[src/rtl/exe_hazard_ctrl.sv]
// exe_hazard_ctrl: hazard control for the JOF32 ID->EX->MEM->WB pipeline.
// It tracks the destination register of each in-flight instruction, detects
// load-use hazards and slow-memory holds, and registers the ALU forwarding
// selects for each instruction as it enters Execute.
module exe_hazard_ctrl #(
    parameter int NREG_W      = 4,
    parameter int ZERO_REG_HW = 1,
    parameter int CNT_W       = 16
) (
    input  logic              clk,
    input  logic              rst,
    input  logic              id_valid,
    input  logic [NREG_W-1:0] id_rs,
    input  logic [NREG_W-1:0] id_rt,
    input  logic              id_use_rs,
    input  logic              id_use_rt,
    input  logic [NREG_W-1:0] id_dest,
    input  logic              id_reg_write,
    input  logic              id_is_load,
    input  logic              flush,
    input  logic              mem_ready,
    output logic              stall_id,
    output logic              pipe_hold,
    output logic              ex_bubble,
    output logic [1:0]        fwd_a_sel,
    output logic [1:0]        fwd_b_sel,
    output logic              ex_valid,
    output logic              mem_valid,
    output logic              wb_valid,
    output logic [NREG_W-1:0] wb_dest,
    output logic              wb_write,
    output logic [CNT_W-1:0]  stall_cycles
);

    localparam logic [1:0] SEL_RF  = 2'b00;
    localparam logic [1:0] SEL_EX  = 2'b01;
    localparam logic [1:0] SEL_MEM = 2'b10;

    // Slot contents beyond the valid bits; WB never needs the load flag.
    logic [NREG_W-1:0] ex_dest, mem_dest;
    logic              ex_wr, mem_wr, wb_wr;
    logic              ex_load, mem_load;

    logic              luh;
    logic              issue;
    logic [1:0]        fwd_a_next, fwd_b_next;

    // A slot feeds a source when it holds a live write to that register.
    // Register 0 is excluded when it is hard-wired.
    function automatic logic slot_match(
        input logic              v,
        input logic              w,
        input logic [NREG_W-1:0] d,
        input logic [NREG_W-1:0] src,
        input logic              used
    );
        logic src_zero;
        src_zero = (ZERO_REG_HW != 0) && (src == '0);
        return v && w && used && (d == src) && !src_zero;
    endfunction

    // Hazard detection, stall and bubble decisions from current slots and ID.
    always_comb begin
        pipe_hold = mem_valid && mem_load && !mem_ready;
        luh       = ex_valid && ex_load &&
                    (slot_match(ex_valid, ex_wr, ex_dest, id_rs, id_use_rs) ||
                     slot_match(ex_valid, ex_wr, ex_dest, id_rt, id_use_rt));
        stall_id  = id_valid && (luh || pipe_hold) && !flush;
        ex_bubble = !id_valid || luh || flush;
        issue     = id_valid && !luh && !flush;
        wb_write  = wb_valid && wb_wr && !pipe_hold;
    end

    // Forwarding selects for the ID instruction; the youngest producer wins.
    always_comb begin
        fwd_a_next = SEL_RF;
        fwd_b_next = SEL_RF;
        if (slot_match(ex_valid, ex_wr, ex_dest, id_rs, id_use_rs))
            fwd_a_next = SEL_EX;
        else if (slot_match(mem_valid, mem_wr, mem_dest, id_rs, id_use_rs))
            fwd_a_next = SEL_MEM;
        if (slot_match(ex_valid, ex_wr, ex_dest, id_rt, id_use_rt))
            fwd_b_next = SEL_EX;
        else if (slot_match(mem_valid, mem_wr, mem_dest, id_rt, id_use_rt))
            fwd_b_next = SEL_MEM;
    end

    // Slot advance: shift when memory is not holding; a flush during a hold
    // only kills the EX instruction and leaves everything else frozen.
    always_ff @(posedge clk or posedge rst) begin
        if (rst) begin
            ex_valid  <= 1'b0;
            ex_dest   <= '0;
            ex_wr     <= 1'b0;
            ex_load   <= 1'b0;
            mem_valid <= 1'b0;
            mem_dest  <= '0;
            mem_wr    <= 1'b0;
            mem_load  <= 1'b0;
            wb_valid  <= 1'b0;
            wb_dest   <= '0;
            wb_wr     <= 1'b0;
            fwd_a_sel <= SEL_RF;
            fwd_b_sel <= SEL_RF;
        end else if (pipe_hold) begin
            if (flush)
                ex_valid <= 1'b0;
        end else begin
            wb_valid  <= mem_valid;
            wb_dest   <= mem_dest;
            wb_wr     <= mem_wr;
            mem_valid <= ex_valid;
            mem_dest  <= ex_dest;
            mem_wr    <= ex_wr;
            mem_load  <= ex_load;
            if (issue) begin
                ex_valid  <= 1'b1;
                ex_dest   <= id_dest;
                ex_wr     <= id_reg_write;
                ex_load   <= id_is_load;
                fwd_a_sel <= fwd_a_next;
                fwd_b_sel <= fwd_b_next;
            end else begin
                ex_valid  <= 1'b0;
                ex_dest   <= '0;
                ex_wr     <= 1'b0;
                ex_load   <= 1'b0;
                fwd_a_sel <= SEL_RF;
                fwd_b_sel <= SEL_RF;
            end
        end
    end

    // Saturating count of stalled decode cycles.
    always_ff @(posedge clk or posedge rst) begin
        if (rst)
            stall_cycles <= '0;
        else if (stall_id && (stall_cycles != '1))
            stall_cycles <= stall_cycles + {{(CNT_W-1){1'b0}}, 1'b1};
    end

endmodule
[config.mk]
export PLATFORM = sky130hd
export DESIGN_NAME = exe_hazard_ctrl
export DESIGN_NICKNAME = d
export VERILOG_FILES = /design/src/rtl/exe_hazard_ctrl.sv
export SDC_FILE = /design/constraint.sdc
export NUM_CORES = 1
export LEC_CHECK = 0
export ABC_AREA = 0
export BUFFER_PORTS_ARGS = -buffer_cell sky130_fd_sc_hd__clkbuf_2
export CELL_PAD_IN_SITES_DETAIL_PLACEMENT = 1
export CELL_PAD_IN_SITES_GLOBAL_PLACEMENT = 1
export CORE_MARGIN = 2
export CORE_UTILIZATION = 35
export DETAILED_ROUTE_END_ITERATION = 7
export GPL_TIMING_DRIVEN = 0
export HOLD_SLACK_MARGIN = 0.05
export PLACE_DENSITY_LB_ADDON = 0.3
export SKIP_LAST_GASP = 1
export SLEW_MARGIN = 25
export SYNTH_ARGS = -nofsm -noshare
export SYNTH_HDL_FRONTEND = slang
export SYNTH_SLANG_ARGS = --single-unit
[constraint.sdc]
create_clock -name clk -period 1.7 [get_ports clk]
set_input_delay 0.085 -clock clk [delete_from_list [all_inputs] [get_ports clk]]
set_output_delay 0.085 -clock clk [all_outputs]
set_load 0.02 [all_outputs]
==> metrics.cfg <==
[die]
die-height_um = 78.9
die_w_um = 78.9
rows = 27
dieArea_mm2 = 0.00622
initial_utilization_pct = 35.9
core_area_mm2 = 0.00547
io_pins = 52

[pwr]
ir_drop_mv = 0.277
power_density_mw_per_mm2 = 670
leakagePower_nw = 1.44

[sta]
setup_ws_ns = -0.307
report.final.slew_viol_count = 0
worst_pin_slew_ns = 0.508
finalSetupViolCount = 27
skew_ns = 0.00585
max-slew-margin-rel_pct = 66.1
hold_viol_final = 0
period_share_pct = 118
rsz0062_at_grt = true
holdWs_ns = 0.0583
layout_min_cycle_time_ns = 2.01
fmax_mhz = 498

[worst_setup_path]
cpMaxStageDelayCell = dfrtp_2
cp_top_family = flip-flops
arrival_ns = 2.19
path_max_fanout = 4
cpPeakStageDelay_ns = 0.47
path_buf_inv = 1
cp.required_ns = 1.88
path_class = reg2reg
endpoint_kind = register
startpoint_type = register
crit_path_cell_trace = xnor2_2, nand3_2, nor3_4, a22oi_2, o21ai_4, buf_6, nand4_1, mux2_4

[global_route]
antenna_found_initial = 0
grt_pass1_vias = 1820
track_usage_pct = 18.4
grt_pass1_wl_um = 8830
grt_max_degree = 22
grt_overflow = 0

[placement]
pre_cts_ws_ns = -0.290
io_buffer_count = 51
dpl.hpwl_um = 3580
gp_congestion = 0.820

[detailed_routing]
viasPerCell = 4.92
dr.pass1.iters = 4
route.detailed.drc = 0
initialDrtViolationCount = 61
routed_wl_um = 5760
wl_per_cell_um = 16.1
num_vias = 1755
detail-route-antenna-nets = 0

[synthesis]
synthSimpleGateAreaFrac_pct = 23.8
synth_top_family_by_area = simple AND/OR/NAND/NOR gates
yosys.area_share.adder_pct = 0.637
synth_top_cell_area_share_pct = 51.0
syn_nets = 220
synthMuxAreaShare_pct = 1.72
synth_compound_area_share_pct = 7.65
syn_inst = 198
avgSynthCellArea_um2 = 9.91
yosys_warnings = 0
netlist_area_mm2 = 0.00196
synth-seq-cells = 40
synthDistinctLibCells = 33
synth_xor_xnor_area_share_pct = 12.9
ys_top_cells_by_area = dfrtp_1, xnor2_1, nand2_1
ys_seq_area_share_pct = 51.0
yosys.area.top_type = dfrtp_1

[clock_tree]
cts_buffers = 5
clkTransAtPathRegs_ns = 0.08
htreeDepth = 2
cts_tree = built
cts_max_path_buffers = 2
cts_root_buf = clkbuf_8
clock_sinks = 40
clk_latency_ns = 0.30

[finish]
nNetsFinal = 306
areaGrowthSynthToFinish_pct = 48.9
nFillCells = 651
n_antenna_cell = 0
drive_gt1_share_pct = 43.9

[run_status]
violations = setup timing
status = finished, violations left

[run]
maxCapViolations = 0

[min_path]
hp-class = in2reg

-- path summary, 6_finish.rpt --
kind	from	to	slack (ns)	cells past startpoint
min reg2reg	wb_dest[2]$_DFFE_PP0N_	wb_dest[2]$_DFFE_PP0N_	0.47	2
max	ex_dest[0]$_DFFE_PP0N_	stall_cycles[8]$_DFFE_PP0P_	-0.31	8
min	flush	ex_valid$_DFFE_PP0P_	0.06	3
max in group asynchronous	rst	ex_dest[3]$_DFFE_PP0N_	0.85	4
max reg2reg	ex_dest[0]$_DFFE_PP0N_	stall_cycles[8]$_DFFE_PP0P_	-0.31	8
min in group asynchronous	rst	fwd_a_sel[0]$_DFFE_PP0N_	0.37	3
-- metal layers --
metal / part of all wire, % / GRT usage [%]
met3: 3.6 / 4.20
met2: 49 / 29.8
met1: 46 / 24.8
met4: 1.3 / 5.17
met5: 0 / 0
-- layout make-up --
type / instances / area (um2) / share of cell area (%)
multi-input combinational: 148 / 1120 / 38.3
sequential: 40 / 1010 / 34.5
timing repair buffer: 79 / 547 / 18.7
clock buffer: 8 / 100 / 3.42
tap: 72 / 90.1 / 3.08
buffer: 5 / 35.0 / 1.20
inverter: 5 / 22.5 / 0.771
-- cells in the mapped netlist (all sizes together) --
cell type / count
nor4: 1
nand4b: 1
xor2: 6
a22oi: 1
nand3b: 3
inv: 4
o21ai: 11
nand2: 52
clkbuf: 3
a32o: 2
nand2b: 2
ha: 1
clkinv: 1
dfrtp: 40
and3: 6
a21o: 1
mux2: 3
nand3: 11
nor2: 1
o41a: 2
xnor2: 23
o41ai: 1
nor2b: 1
buf: 2
nor3: 7
o31a: 1
and2: 2
nand4: 9
-- where the power goes --
| group | leakage [nW] | internal (mW) | switching [mW] |
|---|---|---|---|
| combinational | 0.850 | 0.115 | 0.133 |
| sequential | 0.535 | 0.980 | 0.0324 |
| clock | 0.0515 | 0.370 | 0.329 |
-- what timing repair did --
| item | CTS | global route |
|---|---|---|
| setup buffers | 9 | 10 |
| hold buffers | 8 | 0 |
| hold endpoints to repair | 27 | 0 |
| pin swaps | 19 | 12 |
| gates cloned | 0 | 0 |
| endpoints found under the setup margin | 29 | 32 |
| gates resized for setup | 22 | 36 |
-- state kept, by name (all words and copies together) (netlist names), 2 cells and up --
| register | flops |
|---|---|
| fwd_a_sel | 2 |
| fwd_b_sel | 2 |
| ex_dest | 4 |
| mem_dest | 4 |
| wb_dest | 4 |
| stall_cycles | 16 |
-- placed cells by master (no fill, tap or decap), types with 4 or more instances in the layout --
master / netlist / final
clkbuf_8: 0 / 8
xnor2_2: 0 / 4
nand2_1: 52 / 50
buf_6: 1 / 9
nand4_1: 9 / 9
dfrtp_1: 40 / 33
o21ai_2: 1 / 7
dlygate4sd3_1: 0 / 8
nand3_1: 11 / 6
xor2_1: 6 / 4
and3_1: 6 / 5
clkbuf_2: 0 / 50
buf_4: 0 / 13
dfrtp_2: 0 / 7
nand3_2: 0 / 4
xnor2_1: 23 / 19
-- per-stage QoR --
| step | util, % | instance area [um2] | total power [mW] | cells | setup TNS (ns) |
|---|---|---|---|---|---|
| 3_3_place_gp | 43.0 | 2350 | 1.20 | 321 | -3.95 |
| 2_1_floorplan | - | 2010 | 1.13 | 198 | -0.444 |
| 6_report | 53.4 | 2920 | 1.96 | 357 | -6.24 |
| 4_1_cts | 49.5 | 2710 | 1.95 | 347 | -3.39 |
| 5_1_grt | 53.4 | 2920 | 2.05 | 357 | -8.59 |
| 3_5_place_dp | 43.5 | 2380 | 1.21 | 322 | -4.41 |
-- cell families (layout without fill, tap and decap cells) --
kind of cell / count (synthesis) / count (layout)
compound gates: 19 / 19
xor+xnor: 29 / 29
fa+ha+maj: 1 / 1
buf+inv: 10 / 97
flops: 40 / 40
mux: 3 / 3
simple gates: 96 / 96
-- worst reg2reg max path, stage by stage, from the launching register on --
cell and delay [ns]:
dfrtp_2 0.47, xnor2_2 0.18, nand3_2 0.11, nor3_4 0.24, a22oi_2 0.12, o21ai_4 0.20
buf_6 0.14, nand4_1 0.11, mux2_4 0.32
Power figures use the tool's default switching activity.
